File: config.mk
export PLATFORM = sky130hd
export DESIGN_NAME = food_spawner
export DESIGN_NICKNAME = d
export VERILOG_FILES = /design/src/rtl/food_spawner.sv
export SDC_FILE = /design/constraint.sdc
export NUM_CORES = 1
export LEC_CHECK = 0
export BUFFER_PORTS_ARGS = -buffer_cell sky130_fd_sc_hd__buf_2
export CAP_MARGIN = 20
export CORE_MARGIN = 3
export CORE_UTILIZATION = 48
export CTS_CLUSTER_SIZE = 20
export DETAILED_ROUTE_END_ITERATION = 8
export GPL_ROUTABILITY_DRIVEN = 0
export PLACE_DENSITY = 0.83
export SYNTH_ARGS = -nofsm -noshare
export SYNTH_HDL_FRONTEND = slang
export SYNTH_SLANG_ARGS = --single-unit
File: constraint.sdc
create_clock -name clk -period 2.31 [get_ports clk]
set_input_delay 0.1155 -clock clk [delete_from_list [all_inputs] [get_ports clk]]
set_output_delay 0.1155 -clock clk [all_outputs]
set_load 0.01 [all_outputs]
File: src/rtl/food_spawner.sv
// Food placement FSM: samples random grid cells and asks the snake body whether each one is free.
// Define SPAWN_SCAN_EN to add a raster-scan fallback; without it, exhausting the tries pulses fail.
module food_spawner #(
  parameter int GRID_W    = 32,
  parameter int GRID_H    = 24,
  parameter int COORD_W   = 6,
  parameter int MAX_TRIES = 15
) (
  input  logic               clk,
  input  logic               rst_n,
  input  logic [15:0]        rnd,
  input  logic               spawn_req,
  output logic               busy,
  output logic               chk_valid,
  output logic [COORD_W-1:0] chk_x,
  output logic [COORD_W-1:0] chk_y,
  input  logic               chk_ready,
  input  logic               chk_occupied,
  output logic               food_valid,
  output logic [COORD_W-1:0] food_x,
  output logic [COORD_W-1:0] food_y,
  output logic               fail
);

`ifdef SPAWN_SCAN_EN
  typedef enum logic [2:0] {IDLE, SAMPLE, QUERY, SCAN, SCANQ} state_t;
  localparam logic [COORD_W-1:0]   XMAX     = COORD_W'(GRID_W - 1);
  localparam logic [2*COORD_W-1:0] CNT_LAST = (2*COORD_W)'(GRID_W * GRID_H - 1);
`else
  typedef enum logic [1:0] {IDLE, SAMPLE, QUERY} state_t;
`endif

  localparam logic [COORD_W:0] GW   = (COORD_W+1)'(GRID_W);
  localparam logic [COORD_W:0] GH   = (COORD_W+1)'(GRID_H);
  localparam logic [3:0]       TMAX = 4'(MAX_TRIES);

  state_t             state_q, state_d;
  logic [3:0]         tries_q, tries_d, tries_inc;
  logic [COORD_W-1:0] chk_x_q, chk_x_d, chk_y_q, chk_y_d;
  logic [COORD_W-1:0] food_x_q, food_x_d, food_y_q, food_y_d;
  logic               food_valid_q, food_valid_d;
  logic               fail_q, fail_d;
  logic               fallback;
`ifdef SPAWN_SCAN_EN
  logic [2*COORD_W-1:0] scan_cnt_q, scan_cnt_d;
`endif

  logic [COORD_W-1:0] cand_x, cand_y;
  logic               cand_ok;
  logic               unused_rnd;

  assign cand_x     = rnd[COORD_W-1:0];
  assign cand_y     = rnd[8+COORD_W-1:8];
  assign cand_ok    = ({1'b0, cand_x} < GW) && ({1'b0, cand_y} < GH);
  assign tries_inc  = (tries_q == 4'hF) ? 4'hF : tries_q + 4'd1;
  assign unused_rnd = ^rnd;

  // State register
  always_ff @(posedge clk or negedge rst_n) begin
    if (!rst_n) begin
      state_q      <= IDLE;
      tries_q      <= '0;
      chk_x_q      <= '0;
      chk_y_q      <= '0;
      food_x_q     <= '0;
      food_y_q     <= '0;
      food_valid_q <= 1'b0;
      fail_q       <= 1'b0;
`ifdef SPAWN_SCAN_EN
      scan_cnt_q   <= '0;
`endif
    end else begin
      state_q      <= state_d;
      tries_q      <= tries_d;
      chk_x_q      <= chk_x_d;
      chk_y_q      <= chk_y_d;
      food_x_q     <= food_x_d;
      food_y_q     <= food_y_d;
      food_valid_q <= food_valid_d;
      fail_q       <= fail_d;
`ifdef SPAWN_SCAN_EN
      scan_cnt_q   <= scan_cnt_d;
`endif
    end
  end

  // Next-state and datapath
  always_comb begin
    state_d      = state_q;
    tries_d      = tries_q;
    chk_x_d      = chk_x_q;
    chk_y_d      = chk_y_q;
    food_x_d     = food_x_q;
    food_y_d     = food_y_q;
    food_valid_d = food_valid_q;
    fail_d       = 1'b0;
    fallback     = 1'b0;
`ifdef SPAWN_SCAN_EN
    scan_cnt_d   = scan_cnt_q;
`endif
    case (state_q)
      IDLE: begin
        if (spawn_req) begin
          food_valid_d = 1'b0;
          tries_d      = '0;
          state_d      = SAMPLE;
        end
      end
      SAMPLE: begin
        if (cand_ok) begin
          chk_x_d = cand_x;
          chk_y_d = cand_y;
          state_d = QUERY;
        end else begin
          tries_d = tries_inc;
          if (tries_inc >= TMAX) fallback = 1'b1;
        end
      end
      QUERY: begin
        if (chk_ready) begin
          if (!chk_occupied) begin
            food_x_d     = chk_x_q;
            food_y_d     = chk_y_q;
            food_valid_d = 1'b1;
            state_d      = IDLE;
          end else begin
            tries_d = tries_inc;
            if (tries_inc >= TMAX) fallback = 1'b1;
            else                   state_d  = SAMPLE;
          end
        end
      end
`ifdef SPAWN_SCAN_EN
      SCAN: state_d = SCANQ;
      SCANQ: begin
        if (chk_ready) begin
          if (!chk_occupied) begin
            food_x_d     = chk_x_q;
            food_y_d     = chk_y_q;
            food_valid_d = 1'b1;
            state_d      = IDLE;
          end else if (scan_cnt_q == CNT_LAST) begin
            fail_d  = 1'b1;
            state_d = IDLE;
          end else begin
            scan_cnt_d = scan_cnt_q + 1'b1;
            state_d    = SCAN;
            if (chk_x_q == XMAX) begin
              chk_x_d = '0;
              chk_y_d = chk_y_q + 1'b1;
            end else begin
              chk_x_d = chk_x_q + 1'b1;
            end
          end
        end
      end
`endif
      default: state_d = IDLE;
    endcase

    if (fallback) begin
`ifdef SPAWN_SCAN_EN
      state_d    = SCAN;
      scan_cnt_d = '0;
      chk_x_d    = '0;
      chk_y_d    = '0;
`else
      fail_d  = 1'b1;
      state_d = IDLE;
`endif
    end
  end

  // Outputs
  always_comb begin
    busy      = (state_q != IDLE);
`ifdef SPAWN_SCAN_EN
    chk_valid = (state_q == QUERY) || (state_q == SCANQ);
`else
    chk_valid = (state_q == QUERY);
`endif
    chk_x      = chk_x_q;
    chk_y      = chk_y_q;
    food_valid = food_valid_q;
    food_x     = food_x_q;
    food_y     = food_y_q;
    fail       = fail_q;
  end

endmodule

**Word level (Yosys, flattened, before mapping)**

Cells that the tools add are included.

- Logic and storage cells: 58
- Input bits: 21
- Output and inout bits: 28
- Register bits: 32

- Bitwise operators: 1
- Add/sub/neg operators: 1
- Reduce and logical (&&, ||, !) cells: 10
- Eq/ne operators: 12
- $lt $le $gt $ge: 3
- Multiplexer cells: 23

Operator list:

| cell | number |
|---|---|
| 4-bit 2-to-1 mux | 5 |
| 2-bit 2-to-1 mux | 6 |
| 4-bit one-hot mux with 3 select lines | 1 |
| 1-bit 2-to-1 mux | 8 |
| 4-bit AND reduction | 2 |
| 6-bit by 5-bit less-than comparator with 1-bit output (second input constant) | 1 |
| 6-bit less-than comparator (second input constant) | 1 |
| 2-bit != test (second input constant) | 3 |
| 3-bit != test (second input constant) | 2 |
| 2-bit one-hot mux with 3 select lines | 1 |
| 5-bit AND reduction | 1 |
| 4-bit by 1-bit adder with 4-bit output (second input constant) | 1 |
| 4-bit == test (second input constant) | 1 |
| 4-bit greater-or-equal comparator (second input constant) | 1 |
| 2-bit by 1-bit != test with 1-bit output (second input constant) | 2 |
| 4-bit != test (second input constant) | 1 |
| 1-bit one-hot mux with 2 select lines | 2 |
| 2-bit nonzero test | 2 |
| 3-bit by 1-bit != test with 1-bit output (second input constant) | 1 |
| 3-bit AND reduction | 1 |
| 3-bit nonzero test | 1 |
| 2-bit by 1-bit == test with 1-bit output (second input constant) | 1 |
| 2-bit == test (second input constant) | 1 |
| 2-bit logical NOT | 1 |
| other kinds (3) | 3 |

**Logic depth before layout (Yosys ltp)**

Gate-level depths: netlist of the first run.

- Depth in word-level cells: 9
- Mapped depth: 7
- Mapped depth without buffers: 7

**Worst setup path before layout of the first run**

OpenSTA, ideal clock, no wires.

- Path kind: flip-flop to flip-flop
- From: reg state_q[0]
- To: reg food_x_q[2], in the netlist food_x[2]
- Required time: 2.182 ns
- Period minus slack after synthesis: 1.790 ns
- Cell stages (with the launch flop): 8
- Library setup time: 0.128 ns
- Arrival: 1.663 ns
- Path slack: 0.520 ns
- Buffers on the path: 1
- Cells stage by stage: dfrtp_1 -> inv_1 -> ha_1 -> inv_1 -> nor2_1 -> nand2_1 -> buf_2 -> mux2_1

- Longest elaborated chain between the ends: 2

RTL lines:

| what | RTL line | source |
|---|---|---|
| from (decl) | 37 | `state_t state_q, state_d;` |
| from (signal assigned) | 73 | `state_q <= state_d;` |
| 2-bit == test | - |  |
| named net chk_valid | 14 | `output logic chk_valid,` |
| 3-bit AND reduction (no source line) | - |  |
| to (signal assigned) | 77 | `food_x_q <= food_x_d;` |
| to (decl) | 40 | `logic [COORD_W-1:0] food_x_q, food_x_d, food_y_q, food_y_d;` |

The timed path passes the listed nets, and every way through them passes these cells.
A chain may end at the register's enable or synchronous reset.

**Worst setup path in the final report of the first run**

- From: reg state_q[0]
- To: reg food_y_q[0], in the netlist food_y[0]

- Longest elaborated chain between the ends: 2

RTL lines:

| what | RTL line | source |
|---|---|---|
| 2-bit == test | 101 | `case (state_q)` |
| 3-bit AND reduction (no source line) | - |  |
| to (signal assigned) | 78 | `food_y_q <= food_y_d;` |
| to (decl) | 40 |  |

No other way between the ends.

==> results of run 1 <==
==> registers in the layout, summed over array words and instances (netlist names) <==
name / cells
fail: 1
food_x: 6
state_q: 2
chk_x: 6
chk_y: 6
tries_q: 4
food_y: 6
food_valid: 1
==> synth_stat cells <==
library cell	n	area [um2]
a22oi_1	1	7.51
o21ai_0	3	15.0
nor2b_1	1	6.26
a21boi_0	1	7.51
nor4b_4	1	23.8
mux2_1	10	113
buf_1	1	3.75
nand2b_1	1	6.26
a211o_1	1	8.76
nand2_1	5	18.8
dfrtp_1	32	801
and3_1	1	6.26
mux2i_1	2	20.0
a31oi_1	1	6.26
nor2_1	4	15.0
nand3_1	4	20.0
ha_1	5	62.6
o31ai_1	1	7.51
a21oi_1	5	25.0
mux2_2	13	146
and2_1	2	12.5
or3_1	1	6.26
inv_1	7	26.3
a211oi_2	1	12.5
buf_2	1	5.00
o22ai_1	1	6.26
a41oi_1	1	8.76
==> per-stage QoR <==
step | setup WS, ns | std cells
6_report | 0.236 | 189
5_1_grt | 0.0620 | 189
4_1_cts | 0.232 | 189
3_5_place_dp | 0.241 | 180
3_3_place_gp | 0.313 | 180
2_1_floorplan | 0.520 | 107
==> path summary, 6_finish.rpt <==
check	to	slack [ns]	cells after the start
worst max-delay path	food_y[0]$_DFFE_PN0P_	0.24	6
worst min-delay path	chk_y[0]$_DFFE_PN0P_	0.03	2
worst max register to register	food_y[0]$_DFFE_PN0P_	0.24	6
worst min register to register	food_y[1]$_DFFE_PN0P_	0.50	1
max in group asynchronous	food_x[5]$_DFFE_PN0P_	1.51	2
min in group asynchronous	food_valid$_DFFE_PN0P_	0.36	2
==> where the power goes <==
group | switching, mW | internal (mW)
Combinational | 0.437 | 0.421
Clock | 0.183 | 0.287
Sequential | 0.151 | 0.779
Total | 0.771 | 1.49
==> final cells by class <==
type / instances / area (um2)
fill: 201 / 853
inverter: 7 / 26.3
clock inverter: 1 / 30.0
clock buffer: 7 / 65.1
tap: 30 / 37.5
sequential: 32 / 801
timing repair buffer: 46 / 238
multi-input combinational: 66 / 562
==> routing by layer <==
| layer | GRT usage, % | part of all wire, % | up-vias |
|---|---|---|---|
| li1 | - | - | 479 |
| met1 | 18.8 | 41 | 479 |
| met2 | 27.9 | 51 | 38 |
| met3 | 5.62 | 6.5 | 4 |
| met4 | 6.65 | 1.1 | 0 |
| met5 | 0 | 0 | - |
==> worst reg2reg max path, delay by kind of cell (launching register included) <==
| kind | cells | cell delay, ns |
|---|---|---|
| adder cells (fa/ha/maj) | 1 | 0.25 |
| flip-flops | 1 | 0.42 |
| AND/OR/NAND/NOR | 2 | 0.65 |
| buffers and inverters | 2 | 0.18 |
| multiplexers | 1 | 0.46 |
==> logic make-up (layout without fill, tap and decap cells) <==
logic type | after synthesis | in the layout | synth area share, %
mux | 25 | 25 | 20.0
compound gates | 16 | 16 | 7.52
fa+ha+maj | 5 | 5 | 4.48
flops | 32 | 32 | 57.3
buf+inv | 9 | 61 | 2.51
simple gates | 20 | 20 | 8.24
==> metrics.txt, run 1 <==
run status finished clean; syn_nets 133; Remaining DRCs 0; Starting Density 53.5%; largest net degree at the start of global routing 33; clk slew on worst S/H paths 0.10 ns; sequential fraction of the synthesis area 57.3%; Top cell by count, worst path inv_1; post-synthesis cell area 1400 um2; HP Start rnd[8]; total power 2.26 mW; Die ar. 3600 um2; post-CTS setup buffers 0; DP HPWL 1.96 mm; fmax 0.482 GHz; Max Root-Sink Buffers 2; Initial DRC Count 54; setup_tns 0 ns; Core Box Area 2610 um2; RSZ-0062 raised after global routing no; Leak Pwr 0.926 nW; Slew @ Worst Pin 0.677 ns; # rows 18; Final #Nets 184; Worst R2R Start state_q[0]$_DFFE_PN0P_; H-tree depth 2; worst path bufs/invs 2; area grow syn2layout 25.9%; Final Skew 0.00536 ns; hold crit path type primary input to flop; Power per Cell Area 1280 nW/um2; clk_lat worst skew 0.32 ns; TritonCTS clock tree yes; detailed-route via count 1,000; die height 60.0 um; delay of the slowest critical-path stage 0.46 ns; Yosys warning count 0; commonest cells after routing, fill and taps aside buf_2, dfrtp_1, mux2_2; initial antenna violation count 0; Detailed Routing Iterations Pass 1 4; Setup crit start state_q[0]$_DFFE_PN0P_; Root Buffer clkbuf_4; first-pass GRT wire length 4.35 mm; period utilization 89.8%; slew margin rel. 54.9%; post-route cell area 1760 um2; post-route ant nets 0; diode count 0; dpl cell area 1650 um2; crit start category flop; Mean Syn Cell Area 13.1 um2; crit-path leading delay family simple AND/OR/NAND/NOR gates; most common cell after layout, fill and taps aside buf_2; Sink Count 32; Mapped Cells 107; cts bufs inserted 5; post-layout min period 2.07 ns; Layout Utilization 67.3%; Crit Path Max Fanout 13; grt ovf 0; distinct cell type count after synthesis 27; worst-path cell chain inv_1 -> ha_1 -> inv_1 -> nor2_1 -> nand2_1 -> mux2_1; peak supply drop 0.000814 V; cts hold-fix bufs 1; worst endpoint required time 2.51 ns; Resized cells post-CTS 0; vias per inst 5.29; Hold Fails Final Rpt 0; Worst EP arrival 2.28 ns; Total GRT Usage 16.4%; max-cap violation count 0; layout cells sized above 1 42.8%; die width 60.0 um; critical path class flop to flop; Final Max Tran Viols 0; CP Capture Type flop; Wirelength per Cell 14.5 um; CP max-delay cell mux2_1; Buffers on Ports 44; I/O pin total 49; WHS 0.0253 ns; vias in the first global route 1,032; drt total wl 2.75 mm; Seq cells post-synth 32; setup violators final 0
No activity file was read; power rests on OpenSTA's default activity.
==> inputs of run 2 (changes only) <==
==> constraint.sdc (replaced) <==
create_clock -name clk -period 2.31 [get_ports clk]
set_input_delay 0.462 -clock clk [delete_from_list [all_inputs] [get_ports clk]]
set_output_delay 0.462 -clock clk [all_outputs]
set_load 0.01 [all_outputs]
==> run 2 against run 1 <==
Clock power shrank 0.9%; combinational power increased by 2%; flip-flop and latch count unchanged; critical path type unchanged; critical endpoint unchanged; highest routed layer unchanged.
==> metrics.txt, run 2 (synthesis results as in run 1) <==
run status finished clean; period utilization 89.8% (about the same); WHS 0.176 ns (+0.150 ns); TritonCTS clock tree yes; Wirelength per Cell 14.4 um (-0.82%); delay of the slowest critical-path stage 0.46 ns (about the same); Leak Pwr 0.922 nW (-0.45%); H-tree depth 2 (unchanged); setup_tns 0 ns (unchanged); first-pass GRT wire length 4.26 mm (-2.1%); Power per Cell Area 1290 nW/um2 (+0.62%); most common cell after layout, fill and taps aside buf_2; Crit Path Max Fanout 13 (unchanged); critical path class flop to flop; drt total wl 2.71 mm (-1.3%); die height 60.0 um (unchanged); crit start category flop; RSZ-0062 raised after global routing no; Remaining DRCs 0 (unchanged); Slew @ Worst Pin 0.674 ns (-0.00329 ns); Hold Fails Final Rpt 0 (unchanged); post-route cell area 1750 um2 (-0.57%); post-layout min period 2.07 ns (+0.000493 ns); Total GRT Usage 15.9% (-0.50 points); Final #Nets 183 (-0.54%); worst endpoint required time 2.50 ns (about the same); CP max-delay cell mux2_1; cts bufs inserted 5 (unchanged); layout cells sized above 1 43.0% (+0.27 points); Sink Count 32 (unchanged); initial antenna violation count 0 (unchanged); post-route ant nets 0 (unchanged); Core Box Area 2610 um2 (unchanged); clk_lat worst skew 0.31 ns (about the same); DP HPWL 1.98 mm (+0.86%); Worst EP arrival 2.27 ns (about the same); vias per inst 5.43 (+2.6%); CP Capture Type flop; Die ar. 3600 um2 (unchanged); grt ovf 0 (unchanged); Resized cells post-CTS 0 (unchanged); vias in the first global route 990 (-4.1%); I/O pin total 49 (unchanged); Detailed Routing Iterations Pass 1 4 (unchanged); Final Max Tran Viols 0 (unchanged); worst-path cell chain inv_1 -> ha_1 -> inv_1 -> nor2_1 -> nand2_1 -> mux2_1; slew margin rel. 55.1% (+0.22 points); max-cap violation count 0 (unchanged); post-CTS setup buffers 0 (unchanged); setup violators final 0 (unchanged); cts hold-fix bufs 0 (-1); hold crit path type primary input to async pin; crit-path leading delay family simple AND/OR/NAND/NOR gates; Buffers on Ports 44 (unchanged); die width 60.0 um (unchanged); dpl ws 0.226 ns (-0.0150 ns); Max Root-Sink Buffers 2 (unchanged); Root Buffer clkbuf_4; peak supply drop 0.000917 V (+13%); area grow syn2layout 25.2%; Final Skew 0.00467 ns (-0.000691 ns); clk slew on worst S/H paths 0.10 ns (about the same); fmax 0.482 GHz (about the same); # rows 18 (unchanged); dpl cell area 1650 um2 (unchanged); Top cell by count, worst path inv_1; commonest cells after routing, fill and taps aside buf_2, dfrtp_1, mux2_2; Starting Density 53.5% (unchanged); detailed-route via count 1,021 (+2.1%); fin worst setup slack 0.235 ns (-0.000493 ns); worst path bufs/invs 2 (unchanged); Initial DRC Count 25 (-54%); diode count 0 (unchanged); largest net degree at the start of global routing 33 (unchanged)
-- run 2: cell types whose count changed in the layout (fill, tap and decap cells not counted) --
cell	previous run	this run
dlygate4sd3_1	1	0
-- run 2: power by group --
| group | internal (mW) | switching, mW | total [mW] |
|---|---|---|---|
| clock | 0.287 | 0.179 | 0.466 |
| combinational | 0.421 | 0.450 | 0.871 |
| sequential | 0.779 | 0.143 | 0.922 |
-- run 2: through the flow --
step,utilization (%),instances,power (mW)
2_1_floorplan,-,107,1.47
3_3_place_gp,63.3,180,1.75
3_5_place_dp,63.3,180,1.81
4_1_cts,67.0,188,2.28
5_1_grt,67.0,188,2.42
6_report,67.0,188,2.26
-- run 2: final cells by class --
type / count / area (um2)
Clock buffer: 7 / 65.1
Fill cell: 198 / 863
Timing Repair Buffer: 45 / 228
Inverter: 7 / 26.3
Tap cell: 30 / 37.5
Sequential cell: 32 / 801
Clock inverter: 1 / 30.0
Multi-Input combinational cell: 66 / 562
-- run 2: per-layer routing --
metal	GRT usage (%)	up-vias	wire length, um
li1	-	483	-
met1	19.4	500	1100
met2	26.5	34	1400
met3	4.54	4	165
met4	6.01	0	43
met5	0	-	0
-- run 2: worst reg2reg max path: stages (launching register included) --
cell,delay [ns]
dfrtp_1,0.42
inv_1,0.10
ha_1,0.26
inv_1,0.08
nor2_1,0.23
nand2_1,0.41
mux2_1,0.46
-- run 2: final timing paths --
path	depth (start not counted)	slack, ns	end	startpoint
worst min register to register	1	0.50	food_y[3]$_DFFE_PN0P_	food_y[3]$_DFFE_PN0P_
max in group asynchronous	1	1.70	chk_x[5]$_DFFE_PN0P_	rst_n
worst max register to register	6	0.24	food_y[0]$_DFFE_PN0P_	state_q[0]$_DFFE_PN0P_
min in group clk	2	0.38	chk_x[0]$_DFFE_PN0P_	rnd[0]
worst min-delay path	1	0.18	fail$_DFF_PN0_	rst_n
worst max-delay path	6	0.24	food_y[0]$_DFFE_PN0P_	state_q[0]$_DFFE_PN0P_
